[src/rtl/s2p_frame_multich.sv]
// s2p_frame_multich: multi-lane frame-aligned serial-to-parallel converter with output FIFO
module s2p_frame_multich #(
  parameter int DATA_W     = 16,
  parameter int NUM_CH     = 2,
  parameter int MSB_FIRST  = 1,
  parameter int FIFO_DEPTH = 4
) (
  input  logic                               DCLK,
  input  logic                               Reset_n,
  input  logic                               Frame,
  input  logic [NUM_CH-1:0]                  SerialIn,
  input  logic                               clr_ovf,
  input  logic                               out_ready,
  output logic [NUM_CH*DATA_W-1:0]           ParallelOut,
  output logic                               out_valid,
  output logic [$clog2(FIFO_DEPTH+1)-1:0]    fill_level,
  output logic                               busy,
  output logic                               frame_err,
  output logic                               overflow
);
  localparam int CW = $clog2(DATA_W + 1);
  localparam int AW = $clog2(FIFO_DEPTH);
  localparam int FW = $clog2(FIFO_DEPTH + 1);
  typedef enum logic {IDLE, SHIFT} state_t;
  state_t                            state;
  logic [CW-1:0]                     cnt;
  logic [NUM_CH-1:0][DATA_W-1:0]     sr, sr_nx;
  logic [NUM_CH*DATA_W-1:0]          mem [FIFO_DEPTH];
  logic [AW-1:0]                     wp, rp;
  logic                              push, pop, full, wr_en;
  assign busy        = state == SHIFT;
  assign push        = state == SHIFT && !Frame && cnt == CW'(DATA_W - 1);
  assign out_valid   = fill_level != '0;
  assign pop         = out_valid && out_ready;
  assign full        = fill_level == FW'(FIFO_DEPTH);
  assign wr_en       = push && (!full || pop);
  assign ParallelOut = out_valid ? mem[rp] : '0;
  // each lane shifts in its current bit so the first bit of a word ends at its stated position
  always_comb begin
    sr_nx = sr;
    for (int k = 0; k < NUM_CH; k++)
      sr_nx[k] = MSB_FIRST != 0 ? {sr[k][DATA_W-2:0], SerialIn[k]} : {SerialIn[k], sr[k][DATA_W-1:1]};
  end
  // capture FSM: Frame always restarts a word, a mid-word Frame drops the partial and flags an error
  always_ff @(posedge DCLK or negedge Reset_n) begin
    if (!Reset_n) begin
      state     <= IDLE;
      cnt       <= '0;
      sr        <= '0;
      frame_err <= 1'b0;
    end else begin
      frame_err <= Frame && state == SHIFT;
      if (Frame) begin
        state <= SHIFT;
        cnt   <= CW'(1);
        sr    <= sr_nx;
      end else if (state == SHIFT) begin
        state <= push ? IDLE : SHIFT;
        cnt   <= push ? '0 : cnt + CW'(1);
        sr    <= sr_nx;
      end
    end
  end
  // storage holds no reset; the output mux masks it whenever the FIFO is empty
  always_ff @(posedge DCLK) begin
    if (wr_en) mem[wp] <= sr_nx;
  end
  // pointers, occupancy and sticky overflow; a drop only happens when full with no pop in the same edge
  always_ff @(posedge DCLK or negedge Reset_n) begin
    if (!Reset_n) begin
      wp         <= '0;
      rp         <= '0;
      fill_level <= '0;
      overflow   <= 1'b0;
    end else begin
      wp         <= wr_en ? wp + AW'(1) : wp;
      rp         <= pop ? rp + AW'(1) : rp;
      fill_level <= fill_level + FW'(wr_en) - FW'(pop);
      overflow   <= (push && full && !pop) ? 1'b1 : clr_ovf ? 1'b0 : overflow;
    end
  end
endmodule
[config.mk]
export PLATFORM = sky130hd
export DESIGN_NAME = s2p_frame_multich
export DESIGN_NICKNAME = d
export VERILOG_FILES = /design/src/rtl/s2p_frame_multich.sv
export SDC_FILE = /design/constraint.sdc
export NUM_CORES = 1
export LEC_CHECK = 0
export CAP_MARGIN = 0
export CORE_ASPECT_RATIO = 0.6
export CORE_MARGIN = 2
export CORE_UTILIZATION = 58
export DETAILED_ROUTE_END_ITERATION = 12
export GPL_ROUTABILITY_DRIVEN = 0
export PLACE_DENSITY = 0.78
export SLEW_MARGIN = 20
export SYNTH_ARGS = -nofsm -noshare
export SYNTH_HDL_FRONTEND = slang
export SYNTH_SLANG_ARGS = --single-unit
[constraint.sdc]
create_clock -name DCLK -period 3.35 [get_ports DCLK]
set_clock_uncertainty 0.15 [all_clocks]
set_input_delay 0.335 -clock DCLK [delete_from_list [all_inputs] [get_ports DCLK]]
set_output_delay 0.335 -clock DCLK [all_outputs]
set_load 0.1 [all_outputs]
# After elaboration in Yosys (flattened, before gate mapping)
# Memory sizes are Yosys's and may differ from the RTL's.
# Index checks and enable logic that the tools add are counted.
# totals
ff_bits	45
ram_bits	128
out_inout_bits	39
memories	1
# op_classes
add_sub_neg	5
n_eq_ne	2
mux	13
reduce_logical	14
# memory_table
memory	words	word_bits	rd	rd_clocked_by_memory_dff	write_ports	line_no	source
mem	4	32	1	0	1	28	logic [NUM_CH*DATA_W-1:0] mem [FIFO_DEPTH];
# op_table
cell	n
two-way mux 31 bit	2
two-way mux 32 bit	1
two-way mux 5 bit	3
logical AND 1 bit	7
two-way mux 1 bit	7
adder 5 x 1 -> 5 bit (second input constant)	1
== test 5 x 4 -> 1 bit (second input constant)	1
adder 2 x 1 -> 2 bit (second input constant)	2
nonzero test 2 bit	2
adder 3 x 1 -> 3 bit	1
== test 3 bit (second input constant)	1
zero test 1 bit	3
nonzero test 3 bit	1
subtractor 3 x 1 -> 3 bit	1
logical OR 1 bit	1

# Depth between registers and ports, before layout
# depth
word_depth	6
depth_mapped	10
ltp_nobuf	10

# Least setup slack after synthesis
# OpenSTA, ideal clock, no wires.
# synth_path
path_kind	register to output
from	reg fill_level[1]
to	out ParallelOut[22]
t_arrival_ps	3214
t_required_ps	2865
setup_slack_ps	-349
stages_incl_launch_ff	5
cell_sequence	dfrtp_1 or3_1 clkbuf_1 clkbuf_1 and2_1
# synth_via
elab_chain_len	2
# synth_lines
element	line_no	source
from (decl)	16	output logic [$clog2(FIFO_DEPTH+1)-1:0] fill_level,
from (signal assigned)	78	fill_level <= fill_level + FW'(wr_en) - FW'(pop);
nonzero test 3 bit	33	assign out_valid = fill_level != '0;
net out_valid	15	output logic out_valid,
two-way mux 32 bit	37	assign ParallelOut = out_valid ? mem[rp] : '0;
to (decl)	14	output logic [NUM_CH*DATA_W-1:0] ParallelOut,
# The timed path passes the listed nets, and every way through them passes these cells.

# Worst setup path in the final report
# layout_path
from	reg cnt[0]
to	reg fill_level[2]
# layout_via
elab_chain_len	5
# layout_lines
element	line_no	source
from (decl)	26	logic [CW-1:0] cnt;
from (signal assigned)	59	cnt <= push ? '0 : cnt + CW'(1);
== test 5 x 4 -> 1 bit	32	assign push = state == SHIFT && !Frame && cnt == CW'(DATA_W - 1);
logical AND 1 bit	32	
logical AND 1 bit	36	assign wr_en = push && (!full || pop);
adder 3 x 1 -> 3 bit	78	
subtractor 3 x 1 -> 3 bit	78	
# No other way between the ends.
# A chain may end at the register's enable or synchronous reset.

==> flow_summary.yaml <==
detailed_routing:
  wl_per_cell_um: 19.6
  drt_first_pass_iters: 5
  drc: 0
  vias_per_cell: 5.58
  antenna_left: 0
  wirelength_um: 11100
  detail_route.iter0.violations: 249
  vias: 3166
synthesis:
  ys_seq_area_share_pct: 73.9
  yosysTopAreaCellShare_pct: 57.1
  ys_ff_latch: 173
  synth_common_cells: "edfxtp_1, dfrtp_1, and2_1"
  synth_top_cell_by_area: "edfxtp_1"
  synth_simple_gate_area_share_pct: 5.34
  synth.cell_area_sq_um: 6730
  synth_top_family_by_area: "multiplexers"
  syn_area_per_cell_sq_um: 20.0
  yosys-top-cells-area: "edfxtp_1, dfrtp_1, mux4_2"
  synthMostInstantiatedCell: "edfxtp_1"
  yosysWarningCount: 0
  synthArstFlopShare_pct: 26.0
  synthFlopType: "edfxtp_1"
  synth_edf_count: 128
  synth_compound_area_share_pct: 0.651
  synth-xor-area-share_pct: 0.781
  synth_cells: 336
  muxShareOfSynthArea_pct: 16.1
  ys_types: 30
  yosys.area_share.adder_pct: 1.60
  synth_fp_nets: 351
timing:
  min_period_ns: 2.90
  tightest_slew_ns: 0.970
  setup-violations-final: 0
  setup_tns_ns: 0
  max_freq_mhz: 344
  slew_violations: 0
  slew_headroom_pct: 35.1
  finalHoldViolCount: 0
  fin_crit_sh_pct: 86.7
  rsz0062_at_grt: "false"
global_route:
  grt_start_max_net_pins: 35
  grt_first_pass_wirelength_um: 17900
  grt_pass1_vias: 3224
  grt_usage_pct: 20.1
  antenna_found_initial: 0
  grt_overflow_total: 0
job:
  cap_violations: 0
clock_tree:
  cts_setup_buffers: 0
  htree_num_levels: 4
  clk_latency_ns: 0.42
  cts_sinks: 173
  clkTransAtPathRegs_ns: 0.06
  numCtsBuffers: 17
  clock-root-buffer: "clkbuf_16"
  cts_buffer_depth: 2
  tritoncts: "yes"
setup_path:
  crit_chain: "ha_1 -> nand4_1 -> nor4b_4 -> inv_1 -> ha_1 -> inv_1 -> ha_1 -> fa_1 -> xor2_1 -> xnor2_1"
  startpoint: "cnt[0]"
  start_kind: "flip-flop"
  slowest_delay_ns: 0.48
  arrival_ns: 3.06
  regToRegEndpoint: "fill_level[2]"
  endpoint_kind: "flip-flop"
  cpMaxStageDelayCell: "nor4b_4"
  critPathKind: "flip-flop to flip-flop"
  crit_fanout: 7
  rrSetupSlack_ns: 0.45
  crit_top_cell: "ha_1"
  reg2reg_from: "cnt[0]"
  reg2reg_depth: 10
  worstPathRequired_ns: 3.51
run_status:
  status: "completed"
finish:
  drive_gt1_share_pct: 36.6
  num_antenna_cells: 0
  final_cell_area_sq_um: 7970
  design.final.nets: 409
  utilization_pct: 70.5
  syn_to_final_growth_pct: 18.4
placement:
  place_area_sq_um: 7350
  port_buffers: 45
  hpwl_um: 6290
floorplan:
  start_util_pct: 59.5
  die_x_um: 143
  std_cell_rows: 30
  pin_count: 46
  die_y_um: 87.4
  dieArea_sq_um: 12500
  core_area_sq_um: 11300
worst_hold_path:
  hp-class: "input pin to async pin"
## layout make-up
| type | instances | area, sq um |
|---|---|---|
| multi-input combinational | 139 | 1650 |
| fill | 689 | 3330 |
| tap | 160 | 200 |
| sequential | 173 | 4970 |
| clock buffer | 17 | 425 |
| timing repair buffer | 56 | 508 |
| inverter | 7 | 26.3 |
| clock inverter | 15 | 188 |
## kinds of logic (layout without fill, tap and decap cells)
| family | Yosys count | after routing |
|---|---|---|
| xor+xnor | 6 | 6 |
| fa+ha+maj | 8 | 8 |
| buf+inv | 24 | 95 |
| flops | 173 | 173 |
| mux | 64 | 64 |
| simple gates | 54 | 54 |
| compound gates | 7 | 7 |
## what timing repair did
item / 4_1_cts / 5_1_grt
hold endpoints to repair: 28 / 0
hold buffers: 1 / 0
resized for setup: 0 / 0
endpoints found under the setup margin: 0 / 0
## state kept, by name, indices dropped and copies added, names as in the netlist
signal / count
busy: 1
overflow: 1
frame_err: 1
cnt: 5
rp: 2
mem: 128
sr: 30
fill_level: 3
wp: 2
## critical path, delay by kind of cell (launching register included)
family	cells	cell delay [ns]
xor gates and xnor gates	2	0.29
DFF	1	0.40
buffers and inverters	2	0.14
adders and majority gates	4	1.09
and+or+nand+nor	2	0.71
## layer usage
metal | share of wire, % | track usage, % | vias to the layer above
li1 | - | - | 1423
met4 | 1.8 | 8.55 | 0
met2 | 48 | 30.4 | 76
met5 | 0 | 0 | -
met3 | 3.9 | 4.29 | 19
met1 | 46 | 29.2 | 1648
## cell usage in the layout, fill, tap and decap left out, types with 2 or more instances in the layout
cell             instances
clkinvlp_4               2
mux4_2                  32
and2_2                   4
nand3_1                  3
mux2_2                  31
clkdlybuf4s50_1         10
bufinv_16                3
clkbuf_16               17
a21oi_1                  3
and2_1                  34
buf_12                   5
clkinv_2                 2
dfrtp_1                 44
edfxtp_1               128
nand2_1                  2
nand4_1                  3
xnor2_1                  3
buf_4                   39
xor2_1                   3
inv_6                    3
clkinv_4                 4
inv_1                    7
ha_1                     7
## stage by stage
stage,worst slack [ns],instances,hold slack (ns)
floorplan,0.126,336,-0.111
global placement,0.497,534,0.247
detailed placement,0.392,534,0.270
CTS,0.429,567,0.341
global route,0.155,567,0.355
finish,0.447,567,0.322
## how the worst max path moves through the flow
| stage | endpoint | depth (start not counted) |
|---|---|---|
| 6_report | fill_level[2] | 10 |
| 5_1_grt | fill_level[2] | 10 |
| 4_1_cts | fill_level[2] | 10 |
| 3_5_place_dp | fill_level[2] | 10 |
| 3_3_place_gp | fill_level[2] | 10 |
| 2_1_floorplan | fill_level[2] | 9 |
Power is not shown: default switching activity piles up to over one toggle a cycle in this logic, so the estimate is an artifact.
